==> config.mk <==
export PLATFORM = sky130hd
export DESIGN_NAME = byte_encode_stream
export DESIGN_NICKNAME = d
export VERILOG_FILES = /design/src/rtl/byte_encode_stream.sv
export SDC_FILE = /design/constraint.sdc
export NUM_CORES = 1
export LEC_CHECK = 0
export ABC_AREA = 1
export BUFFER_PORTS_ARGS = -buffer_cell sky130_fd_sc_hd__buf_4
export CORE_MARGIN = 2
export CORE_UTILIZATION = 35
export DETAILED_ROUTE_END_ITERATION = 10
export GPL_TIMING_DRIVEN = 0
export HOLD_SLACK_MARGIN = 0.12
export PLACE_DENSITY = 0.5
export RECOVER_POWER = 50
export SYNTH_ARGS = -nofsm -noshare
export SYNTH_HDL_FRONTEND = slang
export SYNTH_SLANG_ARGS = --single-unit
==> constraint.sdc <==
create_clock -name clk -period 4.95 [get_ports clk]
set_input_delay 0.2475 -clock clk [delete_from_list [all_inputs] [get_ports clk]]
set_output_delay 0.2475 -clock clk [all_outputs]
set_load 0.005 [all_outputs]
==> src/rtl/byte_encode_stream.sv <==
// Streaming ByteEncode_d packer: 256 coefficients of d bits each go in, a
// little-endian byte stream of 32*d bytes comes out over a ready/valid port.
module byte_encode_stream #(
  parameter int D_MAX    = 12,
  parameter int N_COEFFS = 256
) (
  input  logic             clk,
  input  logic             rst,
  input  logic             start,
  input  logic [3:0]       d_sel,
  input  logic             coeff_valid,
  input  logic [D_MAX-1:0] coeff_data,
  output logic             coeff_ready,
  output logic             byte_valid,
  output logic [7:0]       byte_data,
  input  logic             byte_ready,
  output logic             byte_last,
  output logic             busy,
  output logic             done,
  output logic             err
);

  localparam int ACC_W = 20;
  localparam int CNT_W = $clog2(ACC_W + 1);
  localparam int CC_W  = $clog2(N_COEFFS + 1);
  localparam int BC_W  = $clog2(32 * D_MAX + 1);

  typedef enum logic [1:0] {IDLE, PACK, DRAIN} state_t;

  state_t           state_q;
  logic [ACC_W-1:0] acc_q, acc_d;
  logic [CNT_W-1:0] acc_cnt_q, acc_cnt_d;
  logic [CC_W-1:0]  coeff_cnt_q;
  logic [BC_W-1:0]  byte_cnt_q;
  logic [3:0]       d_q;
  logic [7:0]       byte_data_q;
  logic             byte_valid_q;
  logic             byte_last_q;
  logic             done_q;
  logic             err_q;

  logic in_pack, take, move, hs, pack_end, d_legal;

  // Keep only the low d bits of a coefficient, widened to the accumulator.
  function automatic logic [ACC_W-1:0] mask_coeff(input logic [D_MAX-1:0] data,
                                                  input logic [3:0] d);
    logic [ACC_W-1:0] r;
    r = '0;
    for (int i = 0; i < D_MAX; i++) begin
      r[i] = data[i] && (i < int'(d));
    end
    return r;
  endfunction

  assign in_pack  = (state_q == PACK);
  assign coeff_ready = in_pack && (acc_cnt_q < CNT_W'(8)) &&
                       (coeff_cnt_q < CC_W'(N_COEFFS));
  assign take     = coeff_valid && coeff_ready;
  assign hs       = byte_valid_q && byte_ready;
  assign move     = in_pack && (acc_cnt_q >= CNT_W'(8)) && (!byte_valid_q || byte_ready);
  assign pack_end = in_pack && (coeff_cnt_q == CC_W'(N_COEFFS)) && (acc_cnt_q == '0);
  assign d_legal  = (d_sel != 4'd0) && (int'(d_sel) <= D_MAX);

  // take and move never coincide: take needs acc_cnt<8, move needs acc_cnt>=8.
  always_comb begin
    acc_d     = acc_q;
    acc_cnt_d = acc_cnt_q;
    if (take) begin
      acc_d     = acc_q | (mask_coeff(coeff_data, d_q) << acc_cnt_q);
      acc_cnt_d = acc_cnt_q + CNT_W'(d_q);
    end else if (move) begin
      acc_d     = acc_q >> 8;
      acc_cnt_d = acc_cnt_q - CNT_W'(8);
    end
  end

  always_ff @(posedge clk) begin
    if (rst) begin
      state_q      <= IDLE;
      acc_q        <= '0;
      acc_cnt_q    <= '0;
      coeff_cnt_q  <= '0;
      byte_cnt_q   <= '0;
      d_q          <= '0;
      byte_data_q  <= '0;
      byte_valid_q <= 1'b0;
      byte_last_q  <= 1'b0;
      done_q       <= 1'b0;
      err_q        <= 1'b0;
    end else begin
      done_q    <= 1'b0;
      err_q     <= 1'b0;
      acc_q     <= acc_d;
      acc_cnt_q <= acc_cnt_d;
      if (take) begin
        coeff_cnt_q <= coeff_cnt_q + CC_W'(1);
      end
      if (move) begin
        byte_data_q  <= acc_q[7:0];
        byte_valid_q <= 1'b1;
        byte_last_q  <= ((byte_cnt_q + BC_W'(1)) == BC_W'({d_q, 5'b0}));
        byte_cnt_q   <= byte_cnt_q + BC_W'(1);
      end else if (hs) begin
        byte_valid_q <= 1'b0;
        byte_last_q  <= 1'b0;
      end

      case (state_q)
        IDLE: begin
          if (start) begin
            if (d_legal) begin
              d_q         <= d_sel;
              acc_q       <= '0;
              acc_cnt_q   <= '0;
              coeff_cnt_q <= '0;
              byte_cnt_q  <= '0;
              state_q     <= PACK;
            end else begin
              err_q <= 1'b1;
            end
          end
        end
        PACK: begin
          // The last byte may already be taken in the cycle packing finishes.
          if (pack_end) begin
            if (hs && byte_last_q) begin
              done_q  <= 1'b1;
              state_q <= IDLE;
            end else begin
              state_q <= DRAIN;
            end
          end
        end
        DRAIN: begin
          if (hs) begin
            done_q  <= 1'b1;
            state_q <= IDLE;
          end
        end
        default: state_q <= IDLE;
      endcase
    end
  end

  assign byte_valid = byte_valid_q;
  assign byte_data  = byte_data_q;
  assign byte_last  = byte_last_q;
  assign busy       = (state_q != IDLE);
  assign done       = done_q;
  assign err        = err_q;

endmodule

==> results.md, run 1 <==
* Clock slew at reported path FFs at 80 ps
* Post-DP HPWL at 9380 um
* Crit Path Category: reg2reg
* Worst Skew at 8.13 ps
* Static leakage at 1.99 nW
* Htree depth at 3
* Finish-stage setup viols at 0
* Largest family of logic cells by synthesized area: simple AND/OR/NAND/NOR gates
* CTS Buf Count at 9
* Cell variety after synth at 36
* Initial cell density of the core at 35.7%
* Mux contribution to synthesized area at 0%
* Synthesized cell area at 3830 um^2
* Length of the first detailed-routing pass in iterations at 5
* GPL Wtd Cong at 0.886
* First DRT Iteration DRCs at 302
* Number of synthesized flops with an enable pin at 0
* Critical path required time at 5230 ps
* CORE AREA at 10700 um^2
* RSZ-0062 raised after global routing: false
* Post-Route WL at 12400 um
* Post-Layout Cell Count at 789
* Root buf cell: clkbuf_8
* DIE HEIGHT at 109 um
* Synth Area in XOR/XNOR at 0.914%
* Largest cells by area after synthesis: dfxtp_1 32%, nand2_1 13%, nand3_1 13%, inv_1 6.7%, o21ai_0 6.0%
* Min Tclk post-route at 3060 ps
* Achievable Freq at 0.327 GHz
* Post-synthesis simple-gate area fraction at 37.0%
* Via Count at 4075
* Slew HR at 54.9%
* Worst Tran Pin Value at 676 ps
* Dpl ws at 2880 ps
* Mapped Cells at 598
* CP max FO at 10
* DRC errors left at 0
* Synth Area in Compound Gates at 15.2%
* IO buf count at 34
* WP data arrival at 3330 ps
* Area Overhead vs Synth at 15.6%
* Min-Delay Path Class: in2reg
* Sequential element share of the synthesized area at 31.9%
* Post-DP Area at 4260 um^2
* Clock Sinks at 61
* Syn_area_per_cell at 6.41 um^2
* Period utilisation layout at 61.8%
* Top_reg_cell synth: dfxtp_1
* WHS at 180 ps
* Crit. End Element: flop
* Die width at 109 um
* Antenna violations before repair at 0
* Startpoint Class: flop
* Power Density at 417 nW/um^2
* Cells after DPL at 772
* DRT antenna net count at 0
* Ys async rst share at 0%
* Vias in the first global route at 3892
* Die area at 11800 um^2
* Later-pin clock latency in the skew report at 340 ps
* Seq cells post-synth at 61
* Final Hold Viols at 0
* GRT Total Usage at 22.3%
* Cts repair resizes at 0
* Sum Neg Setup Slack at 0 ps
* Post-synth top area share at 31.9%
* Area share of fa/ha/maj cells after synthesis at 4.44%
* Final Instance Area at 4430 um^2
* I/O pin cnt at 35
* CTS tree: built
* Layout cell share with drive strength beyond 1 at 10.3%
* Synth warn at 0
* Nets at 678
* Cell Rows at 38
* Final Max Tran Viols at 0
* N_diodes at 0
* Final WS setup at 1890 ps
* Largest net degree at the start of global routing at 13
* Vias/cell at 5.16
* CTS max path bufs at 2
* Largest area contributor in the netlist: dfxtp_1
* Maximum vdd drop at 0.185 mV
* First-pass GRT wire length at 19900 um
* MaxCap Viol Count at 0
* Congestion Overflow GR at 0
* Status: finished, final reports clean
* Mapped Nets at 632
* WL/cell at 15.7 um
## report_power, final
group          leakage (nW)  internal (mW)  switching [mW]
registers             0.494          0.550          0.0484
logic                  1.39          0.236           0.506
clock network         0.106          0.285           0.220
## cells in the mapped netlist (4+ instances only)
cell type and number:
nand3_1 97, buf_2 11, buf_4 5, clkbuf_1 7, inv_1 68, nor3_1 6
ha_1 12, inv_2 4, a31oi_1 4, nand4_1 9, nand2_1 133, a21oi_1 45
a211oi_1 6, dfxtp_1 61, o21ai_0 46, nor2_1 51, nor2_2 5
## kinds of logic (layout without fill, tap and decap cells)
family | count (synthesis) | count (layout)
AO/OA/AOI/OAI | 109 | 109
flip-flops | 61 | 61
buffers and inverters | 97 | 148
AND/OR/NAND/NOR | 314 | 314
adder cells (fa/ha/maj) | 13 | 13
XOR/XNOR | 4 | 4
## sequential cells by signal (all words and copies together), names as in the netlist
signal / count
acc_cnt_q: 5
coeff_cnt_q: 9
d_q: 4
byte_data: 8
err: 1
done: 1
byte_cnt_q: 9
acc_q: 20
state_q: 2
byte_last: 1
byte_valid: 1
## metrics by stage
| step | utilization (%) | power, mW |
|---|---|---|
| after floorplan | - | 1.12 |
| after global placement | 39.7 | 1.36 |
| after detailed placement | 39.7 | 1.37 |
| after CTS | 41.8 | 1.88 |
| after global routing | 41.2 | 2.00 |
| final | 41.2 | 1.85 |
## layout by cell type (no fill, tap or decap), types with 3 or more instances in the layout
master,synthesis,final
clkbuf_1,7,15
nor2_1,51,54
nand2_1,133,136
dfxtp_1,61,61
nand4_1,9,9
xor2_1,3,3
o21ai_0,46,46
a31oi_1,4,4
inv_1,68,71
nand3_1,97,98
clkbuf_4,0,11
ha_1,12,12
a211oi_1,6,6
nor2_2,5,3
buf_4,5,23
buf_2,11,8
a21oi_1,45,45
clkbuf_8,0,9
nor3_1,6,8
## final timing paths
path,startpoint,end,cells after the start,slack (ps)
max,acc_cnt_q[3],acc_q[11],12,1890
min,start,err,3,180
max reg2reg,acc_cnt_q[3],acc_q[11],12,1890
min reg2reg,acc_q[3],byte_data[3],2,450
## layer usage
metal | vias to the layer above | part of all wire, % | global-route usage (%)
li1 | 2068 | - | -
met2 | 88 | 46 | 36.1
met4 | 0 | 3.0 | 9.71
met5 | - | 0 | 0
met1 | 1893 | 47 | 29.1
met3 | 26 | 4.4 | 3.95
## cell type report
class	count	area, um^2
clock buffers	9	124
flip-flops and latches	61	1220
well taps	140	175
plain buffers	25	119
repair buffers	35	258
multi-input cells	440	2170
fillers	1212	6310
clock inverters	7	97.6
inverters	72	270
## repair_timing
action / CTS / global route
endpoints found under the hold margin: 2 / 0
setup buffers: 0 / 0
hold buffers: 1 / 0
## worst max-delay path, stage by stage, from the launching register on
cell and delay, ps:
dfxtp_1 350, clkbuf_1 380, inv_1 250, ha_1 280
inv_1 60, nand2_1 60, nor2_1 150, clkbuf_1 490
clkbuf_1 580, nand2_1 100, nand3_1 110, nand2_1 60
a21oi_1 100
No activity file was read; power rests on OpenSTA's default activity.
==> run 2, diff against run 1 <==
==> constraint.sdc (replaced) <==
create_clock -name clk -period 2.9 [get_ports clk]
set_input_delay 0.145 -clock clk [delete_from_list [all_inputs] [get_ports clk]]
set_output_delay 0.145 -clock clk [all_outputs]
set_load 0.005 [all_outputs]
==> run 2 against run 1 <==
Worst hold slack worse by 41 ps. First-iteration DRC count is 7.0% higher. Sequential share of layout area is 0.35 points lower. Die area unchanged. Setup slack lost 1400 ps. Non-clock buffer count up 4. Core utilization is 0.54 points higher. Sequential power grew 70%. Critical path depth is 3 lower. Flip-flop and latch count unchanged. Clock power rose by 72%. Wire length rose by 0.45%. Critical path type unchanged. Largest power group unchanged.
==> results.md, run 2 (synthesis results as in run 1) <==
* WL/cell at 15.7 um (about the same)
* CP max FO at 10 (unchanged)
* Hold_sp: byte_ready (was start)
* Layout cell share with drive strength beyond 1 at 11.2% (was 10.3%)
* Startpoint Class: flop (unchanged)
* Via Count at 4104 (was 4075)
* First DRT Iteration DRCs at 323 (was 302)
* Internal Pwr Total at 1.84 mW (was 1.07 mW)
* CTS tree: built (unchanged)
* Worst Tran Pin Value at 648 ps (was 676 ps)
* Largest net degree at the start of global routing at 13 (unchanged)
* Congestion Overflow GR at 0 (unchanged)
* Clock power frac at 27.4% (about the same)
* Flop pwr share at 32.2% (was 32.4%)
* Die area at 11800 um^2 (unchanged)
* GRT Total Usage at 22.4% (was 22.3%)
* Utilization after layout at 41.8% (was 41.2%)
* RSZ-0062 raised after global routing: false (unchanged)
* DIE HEIGHT at 109 um (unchanged)
* NetSw at 1.33 mW (was 775 uW)
* Cts repair resizes at 0 (unchanged)
* Vias/cell at 5.18 (was 5.16)
* Most frequent cells in the layout: 135 x nand2_1, 98 x nand3_1, 71 x inv_1, 61 x dfxtp_1, 53 x nor2_1 (was 136 x nand2_1, 98 x nand3_1, 71 x inv_1, 61 x dfxtp_1, 54 x nor2_1)
* First-pass GRT wire length at 20000 um (was 19900 um)
* Nets at 682 (was 678)
* Cell Rows at 38 (unchanged)
* Vias in the first global route at 3918 (was 3892)
* WP data arrival at 2630 ps (was 3330 ps)
* Hold_buf cts at 5 (was 1)
* Finish-stage setup viols at 0 (unchanged)
* Worst Skew at 9.39 ps (was 8.13 ps)
* GPL Wtd Cong at 0.886 (unchanged)
* Commonest non-fill, non-tap cell in the layout: nand2_1 (unchanged)
* Min-Delay Path Class: in2reg (unchanged)
* Slew HR at 56.8% (was 54.9%)
* CORE AREA at 10700 um^2 (unchanged)
* Later-pin clock latency in the skew report at 350 ps (was 340 ps)
* Die width at 109 um (unchanged)
* Top flop regs: acc_q x20, byte_cnt_q x9, coeff_cnt_q x9 (unchanged)
* Static leakage at 2.02 nW (was 1.99 nW)
* Power Density at 707 nW/um^2 (was 417 nW/um^2)
* Setup bufs post-CTS at 0 (unchanged)
* Final Hold Viols at 0 (unchanged)
* R2r startpoint: acc_cnt_q[3] (unchanged)
* Min Tclk post-route at 2360 ps (was 3060 ps)
* Sum Neg Setup Slack at 0 ps (unchanged)
* Final Max Tran Viols at 0 (unchanged)
* I/O pin cnt at 35 (unchanged)
* Length of the first detailed-routing pass in iterations at 5 (unchanged)
* Clock slew at reported path FFs at 80 ps (about the same)
* Htree depth at 3 (unchanged)
* Pwr Total at 3.17 mW (was 1.85 mW)
* Max reg flops at 20 (unchanged)
* CTS max path bufs at 2 (unchanged)
* Area Overhead vs Synth at 17.1% (was 15.6%)
* Root buf cell: clkbuf_8 (unchanged)
* CTS Buf Count at 9 (unchanged)
* IO buf count at 34 (unchanged)
* Post-Route WL at 12400 um (about the same)
* Status: finished, final reports clean (unchanged)
* Clock Sinks at 61 (unchanged)
* MaxCap Viol Count at 0 (unchanged)
* Achievable Freq at 0.423 GHz (was 0.327 GHz)
* Crit Path Category: reg2reg (unchanged)
* Post-DP HPWL at 9380 um (unchanged)
* N_diodes at 0 (unchanged)
* Period utilisation layout at 81.4% (was 61.8%)
* Comb power frac at 40.4% (was 40.2%)
* Initial cell density of the core at 35.7% (unchanged)
* DRC errors left at 0 (unchanged)
* Antenna violations before repair at 0 (unchanged)
* Maximum vdd drop at 0.316 mV (was 0.185 mV)
* DRT antenna net count at 0 (unchanged)
* Sw Share at 42.0% (about the same)
* Crit. End Element: flop (unchanged)
* Crit. Startpoint: acc_cnt_q[3] (unchanged)
* Critical path required time at 3170 ps (was 5230 ps)
* Largest reg by FF count: acc_q (unchanged)
run 2: cell types whose count changed in the layout (fill, tap and decap cells not counted):
cell           before  now
nor2_1             54   53
clkbuf_1           15   11
buf_4              23   25
nand2_1           136  135
buf_2               8    9
nor2_2              3    4
dlygate4sd3_1       1    5
nand2_2             1    2
o21ai_1             1    0
o21ai_0            46   47
clkbuf_4           11   12
run 2: path summary, 6_finish.rpt:
path,slack [ps],depth (start not counted),endpoint
hold / removal,140,3,byte_valid
setup / recovery,540,9,acc_cnt_q[3]
hold reg to reg,450,2,byte_data[3]
setup reg to reg,540,9,acc_cnt_q[3]
run 2: routing by layer:
layer	track usage [%]	part of all wire, %
met2	36.3	46
met4	9.71	3.1
met1	29.2	47
met5	0	0
met3	3.95	4.0
run 2: power by group through the flow:
stage / Sequential (mW) / Combinational, mW / Clock, mW
finish: 1.02 / 1.28 / 0.870
global route: 1.04 / 1.45 / 0.932
CTS: 1.02 / 1.30 / 0.897
detailed placement: 1.04 / 1.29 / 0
global placement: 1.04 / 1.28 / 0
floorplan: 1.02 / 0.893 / 0
run 2: worst max-delay path, cell delays in order (launching register included):
cell	delay, ps
dfxtp_1	360
buf_4	180
inv_1	150
ha_1	260
nand2_2	100
nor2_4	40
nand2_1	350
clkbuf_1	560
nor2_1	110
nor3_1	180
run 2: metrics by stage:
stage	area, um^2	std cells	worst slack [ps]	hold WS [ps]
final	4490	793	538	139
after global routing	4490	793	350	121
after CTS	4530	793	803	123
after detailed placement	4260	772	829	359
after global placement	4260	772	848	355
after floorplan	3830	598	1140	214
run 2: final cells by class:
type,instances,area (um^2)
buffer,25,131
clock inverter,7,97.6
tap,140,175
inverter,72,270
timing repair buffer,39,298
sequential,61,1220
fill,1202,6260
multi-input combinational,440,2170
clock buffer,9,124
